File: config.mk
export PLATFORM = sky130hd
export DESIGN_NAME = ext_mem_slave_2ch
export DESIGN_NICKNAME = d
export VERILOG_FILES = /design/src/rtl/ext_mem_slave_2ch.sv
export SDC_FILE = /design/constraint.sdc
export NUM_CORES = 1
export LEC_CHECK = 0
export CAP_MARGIN = 0
export CELL_PAD_IN_SITES_DETAIL_PLACEMENT = 0
export CELL_PAD_IN_SITES_GLOBAL_PLACEMENT = 1
export CORE_MARGIN = 10
export CORE_UTILIZATION = 40
export CTS_CLUSTER_SIZE = 20
export DETAILED_ROUTE_END_ITERATION = 8
export HOLD_SLACK_MARGIN = 0.05
export PLACE_DENSITY_LB_ADDON = 0.12
export SETUP_SLACK_MARGIN = 0.15
export SLEW_MARGIN = 10
export SYNTH_ARGS = -nofsm -noshare
export SYNTH_HDL_FRONTEND = slang
export SYNTH_SLANG_ARGS = --single-unit
export TNS_END_PERCENT = 10
File: constraint.sdc
create_clock -name clock -period 3.5 [get_ports clock]
set_input_delay 0.7 -clock clock [delete_from_list [all_inputs] [get_ports clock]]
set_output_delay 0.7 -clock clock [all_outputs]
set_load 0.01 [all_outputs]
File: src/rtl/ext_mem_slave_2ch.sv
// rtl/ext_mem_slave_2ch.sv - two-channel external byte memory with size-masked writes and fixed read/write latencies
module ext_mem_slave_2ch #(
    parameter int BASE_ADDR   = 0,
    parameter int MEM_SIZE    = 32,
    parameter int READ_DELAY  = 2,
    parameter int WRITE_DELAY = 1
) (
    input  logic        clock,
    input  logic        reset,
    input  logic [1:0]  Mout_oe_ram,
    input  logic [1:0]  Mout_we_ram,
    input  logic [13:0] Mout_addr_ram,
    input  logic [15:0] Mout_Wdata_ram,
    input  logic [7:0]  Mout_data_ram_size,
    input  logic        load_en,
    input  logic [6:0]  load_addr,
    input  logic [7:0]  load_data,
    output logic [15:0] M_Rdata_ram,
    output logic [1:0]  M_DataRdy,
    output logic        err_oe_we
);
    localparam int MAX_DELAY = (READ_DELAY > WRITE_DELAY) ? READ_DELAY : WRITE_DELAY;
    localparam int CW        = ($clog2(MAX_DELAY) < 1) ? 1 : $clog2(MAX_DELAY);
    localparam int IW        = ($clog2(MEM_SIZE) < 1) ? 1 : $clog2(MEM_SIZE);
    localparam int STAGES    = READ_DELAY - 1;
    localparam logic [CW-1:0] RD_LAST = CW'(READ_DELAY - 1);
    localparam logic [CW-1:0] WR_LAST = CW'(WRITE_DELAY - 1);

    logic [7:0]             mem [MEM_SIZE];
    logic [1:0]             hit;
    logic [1:0][IW-1:0]     idx;
    logic [1:0][7:0]        mask;
    logic [1:0][7:0]        rd_byte;

    for (genvar c = 0; c < 2; c++) begin : g_ch
        logic [6:0]    addr;
        logic [3:0]    size;
        logic          oe;
        logic          we;
        logic [CW-1:0] cnt;
        logic [7:0]    pipe [STAGES];

        assign addr    = Mout_addr_ram[7*c +: 7];
        assign size    = Mout_data_ram_size[4*c +: 4];
        assign oe      = Mout_oe_ram[c];
        assign we      = Mout_we_ram[c];
        assign hit[c]  = (int'(addr) >= BASE_ADDR) && (int'(addr) < BASE_ADDR + MEM_SIZE);
        assign idx[c]  = IW'(int'(addr) - BASE_ADDR);
        assign mask[c] = (size < 4'd8) ? 8'((9'd1 << size) - 9'd1) : 8'hFF;
        assign rd_byte[c] = hit[c] ? mem[idx[c]] : 8'h00;

        assign M_Rdata_ram[8*c +: 8] = pipe[STAGES-1];
        assign M_DataRdy[c] = hit[c] & ~(oe & we) &
                              ((oe & (cnt == RD_LAST)) | (we & (cnt == WR_LAST)));

        // Counter restarts after each completion so a held request repeats every DELAY cycles.
        always_ff @(posedge clock or negedge reset) begin
            if (!reset) begin
                cnt <= '0;
            end else if (oe && hit[c] && !we) begin
                cnt <= (cnt < RD_LAST) ? cnt + 1'b1 : '0;
            end else if (we && hit[c] && !oe) begin
                cnt <= (cnt < WR_LAST) ? cnt + 1'b1 : '0;
            end else begin
                cnt <= '0;
            end
        end

        always_ff @(posedge clock or negedge reset) begin
            if (!reset) begin
                for (int s = 0; s < STAGES; s++) pipe[s] <= 8'h00;
            end else begin
                pipe[0] <= rd_byte[c];
                for (int s = 1; s < STAGES; s++) pipe[s] <= pipe[s-1];
            end
        end
    end

    always_ff @(posedge clock or negedge reset) begin
        if (!reset) begin
            err_oe_we <= 1'b0;
        end else if (|(Mout_oe_ram & Mout_we_ram)) begin
            err_oe_we <= 1'b1;
        end
    end

    // Contents survive reset; later assignments win on a shared index (ch0, ch1, preload).
    always_ff @(posedge clock) begin
        if (reset) begin
            for (int c = 0; c < 2; c++) begin
                if (Mout_we_ram[c] && !Mout_oe_ram[c] && hit[c]) begin
                    mem[idx[c]] <= (Mout_Wdata_ram[8*c +: 8] & mask[c]) |
                                   (mem[idx[c]] & ~mask[c]);
                end
            end
            if (load_en && (int'(load_addr) < MEM_SIZE)) begin
                mem[IW'(load_addr)] <= load_data;
            end
        end
    end
endmodule

==> run_results.csv, run 1 <==
group,metric,value,unit
logic_synthesis,synth_top_cell_by_area,"edfxtp_1",
power,power_switching,2.737,mW
routing,wl_met3,12320,um
critical_path,start_kind,"input port",
min_path,hp-class,"flip-flop to flip-flop",
cts,numCtsBuffers,35,
sta,tightest_slew,1.187,ns
cts,cts_tree,"yes",
sta,finalMaxSlewViolations,0,
cts,root_buffer,"clkbuf_16",
logic_synthesis,synthFlopType,"edfxtp_1",
sta,clock-skew-final,0.02402,ns
grt,gr-total-overflow,0,
final_layout,multiInputGateArea,11060,um2
place,hpwl,79240,um
logic_synthesis,synthTopCellsByCount,"nor2_1, edfxtp_1, mux2i_1",
grt,grt_pass1_wl,144800,um
routing,highest-signal-layer,"met5",
power,finalPower,9.345,mW
power,pwr-share-clk,38.1,%
logic_synthesis,synthesis.area,20130,um2
power,sw_frac_of_total,29.28,%
min_path,whs_path_depth,1,
power,peakVddDrop,0.0002937,V
final_layout,antenna_cells,0,
grt,grt_max_degree,36,
routing,vias,19251,
routing,vias_per_cell,6.310,
run_status,status,"finished clean",
power,power_density,364.3,nW/um2
logic_synthesis,syn_nets,2107,
sta,period_needed,3.338,ns
final_layout,final_nets,2420,
grt,grt_pass1_vias,17865,
power,intPower,6.609,mW
logic_synthesis,ys_ff_latch,275,
min_path,min_to,"g_ch[0].cnt",
routing,drt.antenna.violating_nets,0,
logic_synthesis,syn_inst,2045,
logic_synthesis,ys_top_cells_by_area,"edfxtp_1, mux2_2, mux2i_1",
floorplanning,core-area,49970,um2
sta,relSlewSlack,20.90,%
logic_synthesis,synthDistinctLibCells,62,
critical_path,r2r-start,"mem[3][3]",
floorplanning,num_rows,82,
routing,post_drt_wl_per_cell,35.08,um
critical_path,arrival,3.65,ns
critical_path,worstSetupPathType,"input port to flip-flop",
routing,first_pass_iters,6,
critical_path,crit_path_max_fanout,16,
logic_synthesis,yosysTopAreaCellShare,38.18,%
routing,wl,107000,um
floorplanning,die_area,59710,um2
routing,drt-met1-wl,45000,um
grt,gr-usage-all-layers,34.45,%
floorplanning,dieHeight,244.4,um
grt,grt_antenna_before_repair,4,
logic_synthesis,synth.avg_cell_area,9.845,um2
logic_synthesis,async_flop_share,6.909,%
floorplanning,die_w,244.4,um
cts,hold_buffers,0,
cts,clockBufferDepth,3,
floorplanning,io_pins,79,
routing,drc,0,
final_layout,area_growth,27.43,%
logic_synthesis,seq_area_frac_synth,40.54,%
power,power_leakage,10.12,nW
cts,clkLatencyLatePin,0.57,ns
place,dp_cells,2989,
power,seq_power_share,39.3,%
min_path,worstHoldStart,"g_ch[0].cnt",
logic_synthesis,synth-edff-count,256,
cts,clk_pin_slew,0.06,ns
routing,drt-initial-drc-count,3090,
sta,hold_viol_final,0,
critical_path,reg2reg_depth,8,
final_layout,drive_gt1_share,30.14,%
sta,fmax,299.5,MHz
final_layout,regArea,8163,um2
logic_synthesis,yosysMostFrequentCell,"nor2_1",
cts,cts_sinks,275,
sta,rsz0062_at_grt,"true",
power,p_comb_share,22.6,%
critical_path,reg2reg_slack,0.34,ns
run,maxCapViolations,0,
routing,wl_met2,44840,um
place,gp_congestion,1.065,
logic_synthesis,yosys_warnings,0,
final_layout,final_cells,3051,
critical_path,r2r-end,"mem[21][3]",
floorplanning,start_util,40.29,%
cts,h-tree-depth,2,
sta,fin_crit_sh,95.38,%
critical_path,worstPathRequired,3.81,ns
critical_path,crit_path_end_kind,"flip-flop",
sta,setup_viol,0,
sta,hold_slack,0.4567,ns
place,io_buffers,78,
final_layout,n_fill_cell,4605,
-- cell usage in the layout (no fill, tap or decap), types with 9 or more instances in the layout --
master	Yosys	final
o22ai_1	104	102
nor2_1	296	296
or4_1	21	18
a31oi_1	32	32
clkbuf_16	0	37
nand2_1	156	156
o21a_1	34	34
nand3_1	53	52
mux2_1	11	11
mux2_2	211	211
edfxtp_1	256	256
buf_12	0	60
clkbuf_1	96	9
dfrtp_1	19	19
or2_2	16	16
nand2b_1	15	15
a21oi_1	213	213
mux2i_1	224	224
o221ai_1	32	32
nor2b_1	9	9
o2bb2ai_1	16	15
buf_4	15	332
clkdlybuf4s50_1	0	69
-- how the worst max path moves through the flow --
stage	from	end	depth (start not counted)
final	Mout_addr_ram[8]	mem[7][4]	11
after detailed placement	Mout_addr_ram[0]	mem[31][2]	14
after CTS	Mout_addr_ram[8]	mem[20][5]	9
after floorplan	Mout_addr_ram[1]	mem[24][6]	12
after global placement	Mout_addr_ram[0]	mem[31][2]	14
after global routing	Mout_addr_ram[0]	mem[5][4]	12
-- layer usage --
layer	global-route usage, %	up-vias
met3	8.611	199
met4	14.17	2
li1	-	8338
met2	50.27	1250
met1	47.81	9462
met5	0	-
-- power by group through the flow --
stage / combinational (mW) / sequential (mW) / clock (mW)
after detailed placement: 2.01 / 3.74 / 0
after floorplan: 1.02 / 3.74 / 0
after global placement: 2.00 / 3.74 / 0
after global routing: 2.17 / 3.67 / 3.69
after CTS: 2.02 / 3.67 / 3.58
final: 2.11 / 3.67 / 3.56
-- through the flow --
| step | setup TNS (ns) | utilization (%) | setup slack [ns] | cell area [um2] |
|---|---|---|---|---|
| floorplan | 0 | - | 0.4494 | 20130 |
| global placement | -96.49 | 48.91 | -0.6602 | 24440 |
| detailed placement | -87.79 | 48.91 | -0.6371 | 24440 |
| CTS | 0 | 51.06 | 0.09317 | 25510 |
| global route | 0 | 51.35 | 0.1337 | 25660 |
| finish | 0 | 51.35 | 0.1616 | 25660 |
-- state kept, by name (all words and copies together), names as in the netlist --
| register | count |
|---|---|
| err_oe_we | 1 |
| g_ch.cnt | 2 |
| mem | 256 |
| g_ch.pipe | 16 |
-- logic make-up after synthesis --
group,count (synthesis),synth area share (%)
AND/OR/NAND/NOR,649,15.29
flip-flops,275,40.54
XOR/XNOR,3,0.1305
buffers and inverters,204,5.276
multiplexers,448,23.70
AO/OA/AOI/OAI,464,14.93
adder cells (fa/ha/maj),2,0.1243
-- critical path, stage by stage --
cell and delay (ns):
clkdlybuf4s50_1 0.47, buf_12 0.18, buf_4 0.23, nand4_1 0.10
buf_4 0.18, o22ai_1 0.15, or4_4 0.57, o41ai_4 0.40
buf_4 0.35, mux2_2 0.21, a21oi_1 0.07
-- layout make-up --
| cell class | instances | share of cell area, % |
|---|---|---|
| Sequential cell | 275 | 31.82 |
| Multi-Input combinational cell | 1566 | 43.09 |
| Inverter | 5 | 0.07315 |
| Clock buffer | 46 | 3.697 |
| Clock inverter | 12 | 0.4731 |
| Timing Repair Buffer | 475 | 17.57 |
| Tap cell | 672 | 3.277 |
-- what timing repair did --
| action | CTS | global route |
|---|---|---|
| pin swaps | 0 | 1 |
| endpoints found under the setup margin | 63 | 101 |
| gates cloned | 0 | 2 |
| setup buffers | 0 | 2 |
| resized for setup | 1 | 21 |
(Power assumes the default switching activity.)
==> run 2: changes to the inputs <==
--- a/config.mk
+++ b/config.mk
@@ -11,3 +11,3 @@
 export CORE_MARGIN = 10
-export CORE_UTILIZATION = 40
+export CORE_UTILIZATION = 50
 export CTS_CLUSTER_SIZE = 20
--- a/constraint.sdc
+++ b/constraint.sdc
@@ -3,2 +3,2 @@
 set_output_delay 0.7 -clock clock [all_outputs]
-set_load 0.01 [all_outputs]
+set_load 0.1 [all_outputs]
==> run_results.csv, run 2 (synthesized netlist as in run 1, its figures left out) <==
group,metric,value,unit
run_status,status,"finished clean",
power,peakVddDrop,0.0003358,V
routing,vias,19582,
floorplanning,start_util,50.67,%
grt,grt_pass1_wl,134200,um
cts,hold_buffers,0,
floorplanning,core-area,39730,um2
cts,numCtsBuffers,34,
grt,grt_max_degree,33,
final_layout,mostFrequentLayoutCells,"buf_4, nor2_1, edfxtp_1",
sta,tightest_slew,1.175,ns
sta,setup_viol,0,
run,maxCapViolations,0,
critical_path,crit_path_end_kind,"flip-flop",
routing,drt-initial-drc-count,3637,
final_layout,regMostFlops,"mem",
sta,rsz0062_at_grt,"true",
grt,gr-usage-all-layers,38.77,%
cts,cts_tree,"yes",
cts,cts_sinks,275,
sta,fin_crit_sh,96.21,%
critical_path,crit_chain,"clkdlybuf4s50_1, buf_12, buf_4, or4_1, buf_4, o22ai_1, or4_4, o41ai_4, buf_4, mux2_2, a21oi_1",
routing,vias_per_cell,6.806,
routing,drt.antenna.violating_nets,0,
power,power_density,368.3,nW/um2
cts,clk_pin_slew,0.06,ns
floorplanning,num_rows,73,
final_layout,drive_gt1_share,28.97,%
critical_path,start_kind,"input port",
power,power_leakage,9.931,nW
grt,grt_pass1_vias,18074,
sta,setup_tns,0,ns
critical_path,worstPathRequired,3.78,ns
final_layout,area_growth,24.48,%
floorplanning,io_pins,79,
critical_path,crit_path_max_fanout,16,
critical_path,cpPeakStageDelay,0.56,ns
final_layout,reg_top3,"mem x256, g_ch.pipe x16, g_ch.cnt x2",
critical_path,reg2reg_slack,0.53,ns
critical_path,arrival,3.65,ns
cts,root_buffer,"clkbuf_16",
final_layout,final_common_cell,"buf_4",
floorplanning,die_area,48690,um2
grt,gr-total-overflow,0,
critical_path,worstSetupPathType,"input port to flip-flop",
cts,h-tree-depth,2,
critical_path,crit_path_frequent_cell,"buf_4",
grt,grt_antenna_before_repair,3,
final_layout,fin_area,25060,um2
routing,first_pass_iters,9,
sta,period_needed,3.367,ns
cts,clkLatencyLatePin,0.56,ns
place,placed_cell_area,23940,um2
final_layout,final_nets,2388,
routing,wl,96470,um
routing,drc,0,
place,io_buffers,78,
cts,clockBufferDepth,3,
sta,clock-skew-final,0.01906,ns
floorplanning,dieHeight,220.7,um
sta,hold_viol_final,0,
min_path,hp-class,"flip-flop to flip-flop",
critical_path,crit_slowest_cell,"or4_4",
sta,fmax,297.0,MHz
place,gp_congestion,1.144,
place,hpwl,72280,um
routing,post_drt_wl_per_cell,33.53,um
final_layout,largest_register_ffs,256,
sta,hold_slack,0.4577,ns
sta,relSlewSlack,21.66,%
sta,finalMaxSlewViolations,0,
floorplanning,die_w,220.7,um
## run 2: changes by cell type in the layout (fill, tap and decap cells not counted), sizes merged
cell           before  now
buf               404  375
clkbuf             48   43
clkinv              8   13
clkdlybuf4s50      69   68
diode               0    1
dlymetal6s2s        0    1
inv                 6    7
## run 2: layout make-up
type                            instances  area [um2]
Timing Repair Buffer                  444        4136
Clock inverter                         18       141.4
Inverter                                5       18.77
Antenna cell                            1       2.502
Tap cell                              525       656.9
Multi-Input combinational cell       1566       11020
Sequential cell                       275        8163
Fill cell                            3217       14670
Clock buffer                           43       925.9
## run 2: path summary, 6_finish.rpt
kind,cells past startpoint,startpoint,to
min,1,g_ch[0].cnt,g_ch[0].cnt
max,11,Mout_addr_ram[9],mem[15][1]
min in group asynchronous,2,reset,g_ch[0].pipe[7]
max in group asynchronous,3,reset,g_ch[1].pipe[0]
min reg2reg,1,g_ch[0].cnt,g_ch[0].cnt
max reg2reg,7,mem[17][1],mem[15][1]
## run 2: report_power, final
| part | total (mW) | internal [mW] | switching, mW |
|---|---|---|---|
| combinational | 2.07 | 0.847 | 1.22 |
| sequential | 3.67 | 3.66 | 0.0103 |
| clock | 3.49 | 2.02 | 1.47 |
| total | 9.23 | 6.53 | 2.70 |
## run 2: stage by stage
stage | utilization (%) | power (mW) | setup WS (ns) | std cells
3_3_place_gp | 60.25 | 5.685 | -0.4420 | 2815
6_report | 63.08 | 9.231 | 0.1326 | 2877
2_1_floorplan | - | 4.834 | 0.3483 | 2045
5_1_grt | 63.08 | 9.403 | 0.1227 | 2877
4_1_cts | 62.95 | 9.125 | 0.1350 | 2876
3_5_place_dp | 60.25 | 5.716 | -0.4472 | 2815
## run 2: what timing repair did
action | CTS | global route
setup buffers | 0 | 0
endpoints found under the setup margin | 17 | 221
resized for setup | 1 | 10
## run 2: routing by layer
| layer | routed length (um) | vias up | track usage [%] |
|---|---|---|---|
| li1 | - | 8261 | - |
| met1 | 36770 | 9385 | 52.72 |
| met2 | 41010 | 1671 | 57.39 |
| met3 | 13510 | 263 | 9.641 |
| met4 | 5170 | 2 | 17.41 |
| met5 | 13 | - | 0 |
## run 2: critical path: cells and delay by family
family | cells | cell delay (ns)
buffers and inverters | 5 | 1.40
AO/OA/AOI/OAI | 3 | 0.53
multiplexers | 1 | 0.25
AND/OR/NAND/NOR | 2 | 0.75
==> run 3: changes to the inputs <==
RECOVER_POWER = 25   (was unset)
clock period = 3.19 ns   (was 3.5 ns; I/O delays follow)
==> run_results.csv, run 3 (synthesized netlist as in run 1, its figures left out) <==
group,metric,value,unit
run_status,status,"finished clean",
sta,hold_viol_final,0,
critical_path,crit_path_end_kind,"flip-flop",
routing,drt-initial-drc-count,3553,
sta,relSlewSlack,20.44,%
final_layout,reg_top3,"mem x256, g_ch.pipe x16, g_ch.cnt x2",
power,power_density,390.9,nW/um2
final_layout,final_nets,2496,
grt,gr-usage-all-layers,39.82,%
cts,numCtsBuffers,31,
cts,h-tree-depth,1,
final_layout,regMostFlops,"mem",
place,io_buffers,78,
critical_path,crit_path_max_fanout,24,
routing,first_pass_iters,6,
routing,vias_per_cell,6.758,
routing,post_drt_wl_per_cell,33.56,um
cts,clk_pin_slew,0.07,ns
final_layout,n_fill_cell,3168,
final_layout,largest_register_ffs,256,
grt,grt_antenna_before_repair,1,
routing,drt.antenna.violating_nets,0,
critical_path,r2r-start,"mem[17][1]",
final_layout,drive_gt1_share,32.57,%
cts,cts_sinks,275,
cts,clockBufferDepth,3,
sta,finalMaxSlewViolations,0,
sta,fmax,327.0,MHz
min_path,worstHoldStart,"g_ch[1].cnt",
routing,drc,0,
grt,grt_pass1_vias,18630,
routing,vias,20185,
place,place_ws,-0.6884,ns
cts,clkLatencyLatePin,0.62,ns
final_layout,final_cells,2987,
sta,setup_viol,0,
final_layout,mostFrequentLayoutCells,"buf_4, nor2_1, edfxtp_1",
sta,worst_slack,0.1323,ns
power,peakVddDrop,0.0005010,V
sta,tightest_slew,1.199,ns
cts,root_buffer,"clkbuf_16",
floorplanning,dieHeight,220.7,um
floorplanning,die_area,48690,um2
cts,cts_tree,"yes",
floorplanning,core-area,39730,um2
min_path,hp-class,"flip-flop to flip-flop",
sta,fin_crit_sh,95.85,%
floorplanning,num_rows,73,
sta,period_needed,3.058,ns
final_layout,final_common_cell,"buf_4",
floorplanning,io_pins,79,
sta,rsz0062_at_grt,"false",
critical_path,worstSetupPathType,"input port to flip-flop",
place,dp_cells,2913,
run,maxCapViolations,0,
final_layout,regArea,8163,um2
final_layout,fin_util,65.57,%
critical_path,arrival,3.39,ns
critical_path,worstPathRequired,3.53,ns
grt,grt_max_degree,33,
critical_path,start_kind,"input port",
floorplanning,start_util,50.67,%
sta,clock-skew-final,0.03638,ns
routing,wl,100300,um
grt,gr-total-overflow,0,
critical_path,crit_start,"Mout_addr_ram[7]",
final_layout,multiInputGateArea,11090,um2
grt,grt_pass1_wl,138100,um
place,gp_congestion,1.131,
place,hpwl,74390,um
final_layout,area_growth,29.40,%
power,power_leakage,10.52,nW
floorplanning,die_w,220.7,um
run 3: cell count changes in the layout (fill, tap and decap cells not counted), sizes merged:
cell	previous run	this run
dlygate4sd2	0	1
diode	1	3
clkbuf	43	75
clkinv	13	10
clkinvlp	1	4
dlymetal6s2s	1	6
bufinv	2	3
clkdlybuf4s50	68	43
inv	7	8
dlygate4sd3	0	1
buf	375	467
run 3: final cells by class:
type	count	area share, %
Clock inverter	20	0.7780
Sequential cell	275	31.33
Antenna cell	3	0.02882
Tap cell	525	2.521
Clock buffer	38	3.232
Multi-Input combinational cell	1566	42.58
Timing Repair Buffer	555	19.46
Inverter	5	0.07204
run 3: path summary, 6_finish.rpt:
path | end | slack, ns | cells after the start
hold / removal | g_ch[1].cnt | 0.46 | 1
min in group asynchronous | g_ch[0].pipe[2] | 0.68 | 3
hold reg to reg | g_ch[1].cnt | 0.46 | 1
setup reg to reg | mem[11][1] | 0.19 | 8
setup / recovery | mem[7][3] | 0.13 | 11
max in group asynchronous | err_oe_we | 2.27 | 3
run 3: worst max-delay path: stages:
cell	delay [ns]
buf_8	0.25
buf_12	0.24
buf_4	0.16
mux2i_1	0.39
o2bb2ai_1	0.13
or4_4	0.55
o41ai_4	0.29
buf_4	0.20
buf_12	0.23
mux2_2	0.19
a21oi_1	0.07
run 3: through the flow:
| stage | cell area, um2 | hold WS [ns] | TNS [ns] | power, mW |
|---|---|---|---|---|
| floorplan | 20130 | 0.3424 | 0 | 5.303 |
| global placement | 24860 | 0.4470 | -137.60 | 6.324 |
| detailed placement | 24860 | 0.4552 | -151.36 | 6.364 |
| CTS | 26020 | 0.4640 | 0 | 10.04 |
| global route | 26050 | 0.4859 | 0 | 10.33 |
| finish | 26050 | 0.4639 | 0 | 10.18 |
run 3: report_power, final:
group / internal, mW / total, mW / switching (mW)
clock network: 2.12 / 3.75 / 1.63
logic: 1.00 / 2.41 / 1.41
registers: 4.02 / 4.03 / 0.0108
total: 7.14 / 10.2 / 3.04
run 3: layer usage:
layer / vias up / wire length [um] / global-route usage [%]
met5: - / 0 / 0
li1: 8490 / - / -
met1: 9544 / 37300 / 53.87
met3: 348 / 14810 / 10.84
met2: 1803 / 41040 / 56.89
met4: 0 / 7099 / 21.70
run 3: timing repair:
| action | in CTS | in global routing |
|---|---|---|
| resized for setup | 22 | 26 |
| cloned | 1 | 4 |
| pin swaps | 4 | 4 |
| buffers inserted | 2 | 6 |
| endpoints found under the setup margin | 233 | 254 |
| hold buffers | 0 | 0 |
| endpoints found under the hold margin | 0 | 0 |
